**src/rtl/arith_divider_pkg.sv**
```systemverilog
// Shared types for the iterative restoring divider.
//
// Contents:
//   Util_Control_T         - control bundle: rising-edge clock and synchronous active-high reset
//   Arith_SignedUnsigned_T - operand interpretation select (Unsigned / Signed)
//   div_state_e            - divider FSM state encoding
package arith_divider_pkg;

   typedef struct packed {
      logic clk;  // rising-edge clock
      logic rst;  // synchronous, active-high reset
   } Util_Control_T;

   typedef enum logic {
      Unsigned = 1'b0,
      Signed   = 1'b1
   } Arith_SignedUnsigned_T;

   typedef enum logic [2:0] {
      StIdle = 3'd0,
      StPrep = 3'd1,
      StIter = 3'd2,
      StFix  = 3'd3,
      StDone = 3'd4
   } div_state_e;

endpackage

```
**src/rtl/arith_divider_step.sv**
```systemverilog
// One combinational restoring-division step on unsigned magnitudes.
//
// Ports:
//   rem_i     - current partial remainder (always < divisor_i)
//   q_i       - quotient/dividend shift register; its MSB feeds the remainder
//   divisor_i - divisor magnitude (non-zero)
//   rem_o     - partial remainder after this step
//   q_o       - shift register after this step, new quotient bit in the LSB
module arith_divider_step
   import arith_divider_pkg::*;
#(
   parameter int unsigned W = 32
) (
   input  logic [W-1:0] rem_i,
   input  logic [W-1:0] q_i,
   input  logic [W-1:0] divisor_i,
   output logic [W-1:0] rem_o,
   output logic [W-1:0] q_o
);

   // Shifted remainder keeps its carry-out bit so the compare never overflows.
   logic [W:0]   rem_sh;
   logic [W-1:0] diff;
   logic         ge;

   always_comb begin
      rem_sh = {rem_i, q_i[W-1]};
      ge     = (rem_sh >= {1'b0, divisor_i});
      // When ge is set the true difference is below the divisor, so the low
      // W bits of a modular subtraction are exact.
      diff   = rem_sh[W-1:0] - divisor_i;
      rem_o  = ge ? diff : rem_sh[W-1:0];
      q_o    = {q_i[W-2:0], ge};
   end

endmodule

```
**src/rtl/arith_divider.sv**
```systemverilog
// Iterative restoring divider, one quotient bit per cycle, truncating
// semantics (remainder takes the sign of the dividend).
//
// Configuration macro: ARITH_DIVIDER_ABORT_EN adds the abort input, which
// returns any busy state to IDLE on the next edge without producing a result.
//
// Ports:
//   ctrl      - control bundle (clock, synchronous active-high reset)
//   sign      - Signed/Unsigned select, sampled on accept
//   in_valid  - operand pair valid
//   in_ready  - divider can accept (IDLE only)
//   abort     - (ARITH_DIVIDER_ABORT_EN only) cancel the operation in flight
//   dividend  - numerator
//   divisor   - denominator
//   out_valid - result valid, held until out_ready
//   out_ready - consumer takes the result
//   quotient  - result quotient
//   remainder - result remainder
//   div_zero  - divisor was zero, qualified by out_valid
//   busy      - any state other than IDLE
//
// W must be at least 2.
module arith_divider
   import arith_divider_pkg::*;
#(
   parameter int unsigned W = 32
) (
   input  Util_Control_T         ctrl,
   input  Arith_SignedUnsigned_T sign,
   input  logic                  in_valid,
   output logic                  in_ready,
`ifdef ARITH_DIVIDER_ABORT_EN
   input  logic                  abort,
`endif
   input  logic [W-1:0]          dividend,
   input  logic [W-1:0]          divisor,
   output logic                  out_valid,
   input  logic                  out_ready,
   output logic [W-1:0]          quotient,
   output logic [W-1:0]          remainder,
   output logic                  div_zero,
   output logic                  busy
);

   localparam int unsigned CntW = $clog2(W + 1);
   localparam logic [CntW-1:0] CntInit = CntW'(W);
   localparam logic [CntW-1:0] CntOne  = CntW'(1);

   logic clk;
   logic rst;

   assign clk = ctrl.clk;
   assign rst = ctrl.rst;

   div_state_e            state_q;
   logic                  in_ready_q;
   logic                  out_valid_q;
   logic                  busy_q;
   logic [W-1:0]          quotient_q;
   logic [W-1:0]          remainder_q;
   logic                  div_zero_q;

   // Datapath registers
   logic [W-1:0]          dvd_q;      // registered dividend
   logic [W-1:0]          dvs_q;      // registered divisor
   Arith_SignedUnsigned_T sign_q;
   logic [W-1:0]          dabs_q;     // divisor magnitude
   logic [W-1:0]          rem_q;      // partial remainder
   logic [W-1:0]          q_q;        // dividend shifted out / quotient shifted in
   logic [CntW-1:0]       count_q;
   logic                  neg_quo_q;
   logic                  neg_rem_q;
   logic                  dz_q;

   logic [W-1:0]          rem_d;
   logic [W-1:0]          q_d;

   // Operand magnitudes for PREP
   logic                  a_neg;
   logic                  b_neg;
   logic [W-1:0]          a_abs;
   logic [W-1:0]          b_abs;

   always_comb begin
      a_neg = (sign_q == Signed) && dvd_q[W-1];
      b_neg = (sign_q == Signed) && dvs_q[W-1];
      a_abs = a_neg ? (~dvd_q + 1'b1) : dvd_q;
      b_abs = b_neg ? (~dvs_q + 1'b1) : dvs_q;
   end

   arith_divider_step #(
      .W (W)
   ) u_step (
      .rem_i     (rem_q),
      .q_i       (q_q),
      .divisor_i (dabs_q),
      .rem_o     (rem_d),
      .q_o       (q_d)
   );

   always_ff @(posedge clk) begin
      if (rst) begin
         state_q     <= StIdle;
         in_ready_q  <= 1'b1;
         out_valid_q <= 1'b0;
         busy_q      <= 1'b0;
         quotient_q  <= '0;
         remainder_q <= '0;
         div_zero_q  <= 1'b0;
         dvd_q       <= '0;
         dvs_q       <= '0;
         sign_q      <= Unsigned;
         dabs_q      <= '0;
         rem_q       <= '0;
         q_q         <= '0;
         count_q     <= '0;
         neg_quo_q   <= 1'b0;
         neg_rem_q   <= 1'b0;
         dz_q        <= 1'b0;
      end else begin
         unique case (state_q)
            StIdle: begin
               if (in_valid && in_ready_q) begin
                  dvd_q      <= dividend;
                  dvs_q      <= divisor;
                  sign_q     <= sign;
                  in_ready_q <= 1'b0;
                  busy_q     <= 1'b1;
                  state_q    <= StPrep;
               end
            end

            StPrep: begin
               if (dvs_q == '0) begin
                  // Routed through FIX with no sign fix-up so that the
                  // divide-by-zero result appears two edges after accept.
                  q_q       <= '1;
                  rem_q     <= dvd_q;
                  neg_quo_q <= 1'b0;
                  neg_rem_q <= 1'b0;
                  dz_q      <= 1'b1;
                  state_q   <= StFix;
               end else begin
                  q_q       <= a_abs;
                  rem_q     <= '0;
                  dabs_q    <= b_abs;
                  neg_quo_q <= a_neg ^ b_neg;
                  neg_rem_q <= a_neg;
                  dz_q      <= 1'b0;
                  count_q   <= CntInit;
                  state_q   <= StIter;
               end
            end

            StIter: begin
               rem_q   <= rem_d;
               q_q     <= q_d;
               count_q <= count_q - CntOne;
               if (count_q == CntOne) begin
                  state_q <= StFix;
               end
            end

            StFix: begin
               // MIN / -1 wraps back to MIN here with no flag.
               quotient_q  <= neg_quo_q ? (~q_q + 1'b1) : q_q;
               remainder_q <= neg_rem_q ? (~rem_q + 1'b1) : rem_q;
               div_zero_q  <= dz_q;
               out_valid_q <= 1'b1;
               state_q     <= StDone;
            end

            StDone: begin
               if (out_ready) begin
                  out_valid_q <= 1'b0;
                  in_ready_q  <= 1'b1;
                  busy_q      <= 1'b0;
                  state_q     <= StIdle;
               end
            end

            default: begin
               out_valid_q <= 1'b0;
               in_ready_q  <= 1'b1;
               busy_q      <= 1'b0;
               state_q     <= StIdle;
            end
         endcase

`ifdef ARITH_DIVIDER_ABORT_EN
         // Overrides the case above; in IDLE abort is ignored so an accept wins.
         if (abort && (state_q != StIdle)) begin
            out_valid_q <= 1'b0;
            in_ready_q  <= 1'b1;
            busy_q      <= 1'b0;
            state_q     <= StIdle;
         end
`endif
      end
   end

   assign in_ready  = in_ready_q;
   assign out_valid = out_valid_q;
   assign busy      = busy_q;
   assign quotient  = quotient_q;
   assign remainder = remainder_q;
   assign div_zero  = div_zero_q;

endmodule

```
**config.mk**
```make
export PLATFORM = sky130hd
export DESIGN_NAME = arith_divider
export DESIGN_NICKNAME = d
export VERILOG_FILES = /design/src/rtl/arith_divider_pkg.sv /design/src/rtl/arith_divider_step.sv /design/src/rtl/arith_divider.sv
export SDC_FILE = /design/constraint.sdc
export NUM_CORES = 1
export LEC_CHECK = 0
export ABC_CLOCK_PERIOD_IN_PS = 2700
export CAP_MARGIN = 15
export CORE_MARGIN = 2
export CORE_UTILIZATION = 52
export DETAILED_ROUTE_END_ITERATION = 10
export GPL_ROUTABILITY_DRIVEN = 0
export PLACE_DENSITY = 0.77
export SYNTH_ARGS = -nofsm -noshare
export SYNTH_HDL_FRONTEND = slang
export SYNTH_SLANG_ARGS = --single-unit
```
**constraint.sdc**
```tcl
create_clock -name ctrl -period 2.7 [get_ports ctrl]
set_input_delay 0.54 -clock ctrl [delete_from_list [all_inputs] [get_ports ctrl]]
set_output_delay 0.54 -clock ctrl [all_outputs]
set_load 0.02 [all_outputs]
```
======== Yosys cells after proc, flatten, opt, wreduce, memory -nomap -nowiden ========
Index checks and enable logic that the tools add are counted.
word-level totals
  register bits ........................... 241
  bits of input ports ..................... 69
  output and inout port bits .............. 68
  word-level logic and storage cells ...... 81
operators by class
  add/sub/neg operators ................... 6
  magnitude comparators ................... 1
  eq/ne operators ......................... 9
  multiplexer cells ....................... 26
  bitwise operators ....................... 8
  reductions and logical operators ........ 14
operators by type and width
  cell                                              count
  2-to-1 mux 32 bit                                 7
  adder 32 x 1 -> 32 bit, second input constant     4
  inverter 32 bit                                   4
  case mux 32 bit (2 select lines)                  2
  >= comparator 33 x 32 -> 1 bit                    1
  logical NOT 32 bit                                1
  subtractor 32 bit                                 1
  case mux 3 bit (5 select lines)                   1
  case mux 6 bit (2 select lines)                   1
  2-to-1 mux 3 bit                                  3
  case mux 1 bit (3 select lines)                   3
  2-to-1 mux 1 bit                                  8
  inequality test 2 bit, second input constant      4
  AND reduction 2 bit                               4
  == test 3 x 2 -> 1 bit, second input constant     2
  == test 6 x 1 -> 1 bit, second input constant     1
  2-to-1 mux 6 bit                                  1
  AND reduction 3 bit                               2
  OR reduction 3 bit                                2
  subtractor 6 x 1 -> 6 bit, second input constant  1
  == test 3 x 1 -> 1 bit, second input constant     1
  == test 3 bit, second input constant              1
  logical AND 1 bit                                 3
  logical NOT 3 bit                                 1
  3 further kinds                                   5

======== Longest topological paths before layout ========
  depth in word-level cells ............... 5
  mapped depth ............................ 13
  gate-level depth less buffers ........... 12

======== Hierarchy ========
A second synthesis with hierarchy kept.
second synthesis, totals
  cells, all modules ...................... 1742
  area total of the unflattened synthesis .. 13968.4 sq um
modules (own cells, without submodules)
  module              instances  cells an instance  area an instance (sq um)  seq. area each (sq um)
  arith_divider       1          1387               11397.2                   4824.6
  arith_divider_step  1          355                2571.2                    0.0

======== Worst setup path after synthesis ========
No wires, ideal clock.
  kind .................................... reg-to-reg
  from .................................... reg q_q[31]
  to ...................................... reg rem_q[30]
  library setup time ...................... 81 ps
  data arrival time ....................... 2819 ps
  required time ........................... 2619 ps
  path slack .............................. -200 ps
  cell stages (with the launch flop) ...... 13
  buffers on the path ..................... 0
  clock period less this slack ............ 2900 ps
  path through ............................ dfxtp_1 > inv_1 > ha_1 > inv_1 > fa_1 > a211oi_1 > o21bai_1 > and2_1 > a221o_1 > nand2_1 > nor3_1 > or4b_2 > a41oi_1
on the way
  longest elaborated chain between the ends .. 3
  elaborated cells on any way between the ends .. 4
  those cells by class .................... 1 x add/sub; 1 x order compare; 2 x mux
RTL lines
  item                                                                        RTL line                                            RTL
  start, declared                                                             arith_divider.sv:69                                 logic [W-1:0] q_q;
  start signal, assigned                                                      arith_divider.sv:144                                q_q <= a_abs;
  start signal, assigned                                                      arith_divider.sv:157                                q_q <= q_d;
  subtractor 32 bit / >= comparator 33 x 32 -> 1 bit (equally long branches)  arith_divider_step.sv:31, arith_divider_step.sv:28
  2-to-1 mux 32 bit (*)                                                       arith_divider_step.sv:32                            rem_o = ge ? diff : rem_sh[W-1:0];
  case mux 32 bit (2 select lines) (*)                                        arith_divider.sv:121                                unique case (state_q)
  end signal, assigned                                                        arith_divider.sv:138                                rem_q <= dvd_q;
  end signal, assigned                                                        arith_divider.sv:156                                rem_q <= rem_d;
  end, declared                                                               arith_divider.sv:68                                 logic [W-1:0] rem_q;
Every way passes the cells marked *; elsewhere a longest branch is shown, timed or not.
A chain may end at the register's enable or synchronous reset.

======== Worst setup path in the final report ========
  from .................................... reg q_q[31]
  to ...................................... reg rem_q[24]
Same word-level chain as after synthesis.

==> results.env <==
FINAL_HOLD_VIOL_COUNT=0
WORST-ENDPOINT-ARRIVAL_PS=3360
DIE_AREA_UM2=27730
DRV.MAX_CAP_VIOLATION_COUNT=0
R2R_CELLS=12
SYNTH_ENABLE_FLOP_CELLS=0
OUTCOME='complete, but fails checks'
RSZ_0062_RAISED_AFTER_GLOBAL_ROUTING='true'
LAYOUT.AREA.SEQ_UM2=4861
GRT_UTIL_ALL_LAYERS_PCT=32.18
TOTAL_VIA_COUNT_IN_THE_ROUTED_DESIGN=15440
DIE_Y_UM=166.5
NUMBER_OF_WARNING_MESSAGES_IN_THE_YOSYS_LOG=0
FINAL_LAYOUT_SIZE_SUFFIX_GT1_SHARE_PCT=25.66
DPL-INSTANCE-AREA_UM2=16460
CRIT_PATH_CELL_TRACE='inv_2 > ha_4 > inv_2 > fa_2 > a211oi_2 > o21ba_2 > o21ai_2 > a2111o_1 > a21oi_2 > xnor2_1 > nand2_2 > a221oi_2'
CRITPATHKIND='register to register'
DETAILEDPLACEMENTHPWL_UM=30090
VIOLATIONS='negative setup slack'
WORSTMARGINPINSLEW_PS=799.3
NUMBER_OF_NETS_AT_THE_END_OF_THE_FLOW=2137
POST_LAYOUT_MIN_PERIOD_PS=2915
ANTENNA_FOUND_INITIAL=0
WORSTPATHREQUIRED_PS=3140
MAXSLEWHEADROOM_PCT=46.64
CRITICAL_PATH.N_BUFFERS_INVERTERS=2
GLOBAL_ROUTE.OVERFLOW_TOTAL=0
YOSYSUNIQUECELLTYPES=73
CRITICAL_PATH_PEAK_FANOUT=2
SYN-NUM-NETS=1858
WORSTSKEWPAIRLATENCY_PS=550
MULTI_INPUT_COMB_AREA_UM2=9343
CTS_TREE='done'
BOUNDARYPINS=137
CRITICAL_PATH.SLOWEST_CELL='sky130_fd_sc_hd__a2111o_1'
DP_WORST_SETUP_SLACK_PS=-148.1
CLOCK-SKEW-FINAL_PS=12.32
CRITPATHMOSTFREQUENTCELL='sky130_fd_sc_hd__inv_2'
CLOCK.FMAX_MHz=343.0
CRITICAL_PATH.REG2REG.ENDPOINT='rem_q[24]'
CP_NUM_CELLS=12
DIEWIDTH_UM=166.5
SYNTH_CELLS=1750
MIN_TO='rem_q[31]'
BUFFER_PORTS.INSERTED=135
FP.COREAREA_UM2=25980
FINAL_ANTENNA_NET_COUNT=0
POST-ROUTE-DRC-COUNT=0
HP_CLASS='clock port to register'
CRIT_FAMILY='compound AO/OA/AOI/OAI gates'
FINAL_CRITICAL_PATH_SETUP_SLACK_PS=-215.3
POST_DRT_VIA_CELL_RATIO=6.412
PLACEMENTROWS=59
YS_DOMINANT_REG_CELL='sky130_fd_sc_hd__dfxtp_1'
YS_FF_LATCH=241
REG2REG_FROM='q_q[31]'
INITIALDRTVIOLATIONCOUNT=2007
SYNTHTOLAYOUTAREAGROWTH_PCT=45.04
N_FILL_CELL=1629
WORST_SETUP_HOLD_PATH_CLK_SLEW_PS=70
FINAL_AREA_UM2=19920
FLOORPLAN.INITIALDENSITY_PCT=52.85
DRT_PRE_ANTENNA_ITERS=9
GRT_PASS1_VIAS=15690
DRT-WIRELENGTH-PER-CELL_UM=21.57
GRT_FIRST_PASS_WIRELENGTH_UM=73420
SETUP_VIOL=38
FINAL_MAX_SLEW_VIOL_COUNT=0
CTS.HOLD.BUFFERS_ADDED=0
TYPE_OF_ORIGIN_OF_THE_CRITICAL_PATH='register'
CP_CAPTURE_TYPE='register'
SEQUENTIAL_FRACTION_OF_THE_SYNTHESIS_AREA_PCT=35.13
AVGSYNTHCELLAREA_UM2=7.848
FIN_HOLD_WS_PS=84.63
WORST_PATH_LARGEST_CELL_DELAY_PS=520
HOLD_PATH_DEPTH=4
MIN_FROM='ctrl[0]'
SYNTHESIS.AREA_UM2=13730
REGTOREGSETUPSLACK_PS=-220
ASYNC_SET_OR_RESET_REGISTER_RATIO_AFTER_SYNTHESIS_PCT=0
FINALCRITPERIODSHARE_PCT=108.0
DETAIL_ROUTE.WIRELENGTH_UM=51940
ANTENNA_CELLS_INSERTED=0
GRT_START_MAX_NET_PINS=119
==> per-layer routing <==
metal	vias up	global-route usage (%)	share of wire, %	wire [µm]
met4	2	26.76	7.6	3938
met1	7046	37.35	36	18860
met3	364	11.26	11	5662
li1	6889	-	-	-
met5	-	0	0.090	47
met2	1138	47.66	45	23430
==> worst min-delay path, delay by kind of cell <==
| kind | cells | cell delay (ps) |
|---|---|---|
| buffers and inverters | 3 | 550 |
| AO/OA/AOI/OAI | 1 | 40 |
==> cell families (layout without fill, tap and decap cells) <==
group	count (synthesis)	in the layout	synth area share, %
multiplexers	14	14	1.029
adder cells (fa/ha/maj)	39	39	3.608
XOR/XNOR	147	147	9.375
AO/OA/AOI/OAI	528	528	25.65
flip-flops	241	241	35.13
AND/OR/NAND/NOR	589	589	19.86
buffers and inverters	192	515	5.348
==> what timing repair did <==
action                                  CTS  global route
gates cloned                              0             2
setup buffers                            19            19
pin swaps                                25            76
endpoints found under the setup margin   50            71
resized for setup                        58           175
==> state kept, by name, indices dropped and copies added (netlist names), 3 cells and up <==
signal     count
remainder     32
state_q        3
dvd_q         32
dvs_q         32
count_q        6
q_q           32
dabs_q        32
rem_q         32
quotient      32
==> cell type report <==
cell class / instances / area share [%]
tap: 335 / 2.104
timing repair buffer: 345 / 15.28
clock inverter: 33 / 1.847
clock buffer: 73 / 8.248
multi-input combinational: 1317 / 46.90
sequential: 241 / 24.40
inverter: 64 / 1.219
==> worst max-delay path by stage <==
stage	startpoint	to
floorplan	dabs_q[6]	rem_q[26]
global placement	dabs_q[3]	rem_q[19]
detailed placement	dabs_q[1]	rem_q[19]
CTS	q_q[10]	quotient[27]
global route	dabs_q[12]	rem_q[23]
finish	q_q[31]	rem_q[24]
==> stage by stage <==
stage | utilization, % | setup TNS [ps] | cells
after detailed placement | 63.35 | -1352 | 2264
final | 76.66 | -1954 | 2408
after floorplan | - | -17.30 | 1750
after global routing | 76.66 | -4630 | 2408
after global placement | 63.35 | -233.6 | 2264
after CTS | 72.78 | -167.0 | 2388
==> Yosys cell counts (5+ instances only) <==
master	instances	area, µm²
sky130_fd_sc_hd__nand2b_1	5	31.28
sky130_fd_sc_hd__o31ai_1	25	187.7
sky130_fd_sc_hd__o41ai_1	14	122.6
sky130_fd_sc_hd__ha_1	38	475.5
sky130_fd_sc_hd__buf_2	8	40.04
sky130_fd_sc_hd__a311oi_1	7	61.31
sky130_fd_sc_hd__a21oi_1	182	910.9
sky130_fd_sc_hd__or3_1	10	62.56
sky130_fd_sc_hd__clkbuf_1	111	416.7
sky130_fd_sc_hd__a211oi_1	106	795.8
sky130_fd_sc_hd__or4_4	6	67.56
sky130_fd_sc_hd__mux2i_1	13	130.1
sky130_fd_sc_hd__nor2_1	155	581.8
sky130_fd_sc_hd__o22ai_1	16	100.1
sky130_fd_sc_hd__and3_1	17	106.4
sky130_fd_sc_hd__and2_1	9	56.30
sky130_fd_sc_hd__nand3_1	27	135.1
sky130_fd_sc_hd__nor2b_1	7	43.79
sky130_fd_sc_hd__a311o_1	5	50.05
sky130_fd_sc_hd__nor3_1	27	135.1
sky130_fd_sc_hd__buf_1	8	30.03
sky130_fd_sc_hd__a2111oi_0	6	52.55
sky130_fd_sc_hd__or4_1	15	112.6
sky130_fd_sc_hd__xor2_1	81	709.4
sky130_fd_sc_hd__o21ai_0	47	235.2
sky130_fd_sc_hd__o221ai_1	12	105.1
sky130_fd_sc_hd__inv_1	64	240.2
sky130_fd_sc_hd__dfxtp_1	241	4825
sky130_fd_sc_hd__nand4_1	11	68.82
sky130_fd_sc_hd__a21o_1	16	120.1
sky130_fd_sc_hd__nor3b_1	5	37.54
sky130_fd_sc_hd__xnor2_1	66	578.1
sky130_fd_sc_hd__nand2_1	253	949.7
sky130_fd_sc_hd__nor4_1	15	93.84
sky130_fd_sc_hd__or2_2	5	31.28
sky130_fd_sc_hd__a31oi_1	24	150.1
sky130_fd_sc_hd__o21bai_1	7	52.55
sky130_fd_sc_hd__a221oi_1	27	236.5
==> layout by cell type (no fill, tap or decap), types with 8 or more instances in the layout <==
| cell | Yosys | layout |
|---|---|---|
| sky130_fd_sc_hd__nand2_1 | 253 | 245 |
| sky130_fd_sc_hd__dfxtp_1 | 241 | 214 |
| sky130_fd_sc_hd__buf_4 | 1 | 190 |
| sky130_fd_sc_hd__a21oi_1 | 182 | 162 |
| sky130_fd_sc_hd__nor2_1 | 155 | 154 |
| sky130_fd_sc_hd__clkdlybuf4s50_1 | 0 | 135 |
| sky130_fd_sc_hd__a211oi_1 | 106 | 94 |
| sky130_fd_sc_hd__xor2_1 | 81 | 81 |
| sky130_fd_sc_hd__clkbuf_16 | 0 | 63 |
| sky130_fd_sc_hd__xnor2_1 | 66 | 61 |
| sky130_fd_sc_hd__inv_1 | 64 | 52 |
| sky130_fd_sc_hd__o21ai_0 | 47 | 39 |
| sky130_fd_sc_hd__dfxtp_2 | 0 | 26 |
| sky130_fd_sc_hd__nand3_1 | 27 | 23 |
| sky130_fd_sc_hd__nor3_1 | 27 | 22 |
| sky130_fd_sc_hd__o31ai_1 | 25 | 21 |
| sky130_fd_sc_hd__a31oi_1 | 24 | 20 |
| sky130_fd_sc_hd__ha_4 | 0 | 20 |
| sky130_fd_sc_hd__and3_1 | 17 | 16 |
| sky130_fd_sc_hd__o22ai_1 | 16 | 16 |
| sky130_fd_sc_hd__buf_6 | 0 | 16 |
| sky130_fd_sc_hd__a21o_1 | 16 | 15 |
| sky130_fd_sc_hd__a221oi_2 | 0 | 15 |
| sky130_fd_sc_hd__ha_1 | 38 | 13 |
| sky130_fd_sc_hd__or4_4 | 6 | 12 |
| sky130_fd_sc_hd__a211oi_2 | 0 | 12 |
| sky130_fd_sc_hd__o221ai_1 | 12 | 12 |
| sky130_fd_sc_hd__a221oi_1 | 27 | 12 |
| sky130_fd_sc_hd__inv_2 | 0 | 11 |
| sky130_fd_sc_hd__nand4_1 | 11 | 11 |
| sky130_fd_sc_hd__o41ai_1 | 14 | 11 |
| sky130_fd_sc_hd__a21oi_2 | 0 | 11 |
| sky130_fd_sc_hd__clkinv_2 | 0 | 11 |
| sky130_fd_sc_hd__a21oi_4 | 0 | 9 |
| sky130_fd_sc_hd__or3_1 | 10 | 9 |
| sky130_fd_sc_hd__mux2i_1 | 13 | 9 |
| sky130_fd_sc_hd__or4_1 | 15 | 8 |
| sky130_fd_sc_hd__and2_1 | 9 | 8 |
Power is not shown: default switching activity piles up to over one toggle a cycle in this logic, so the estimate is an artifact.
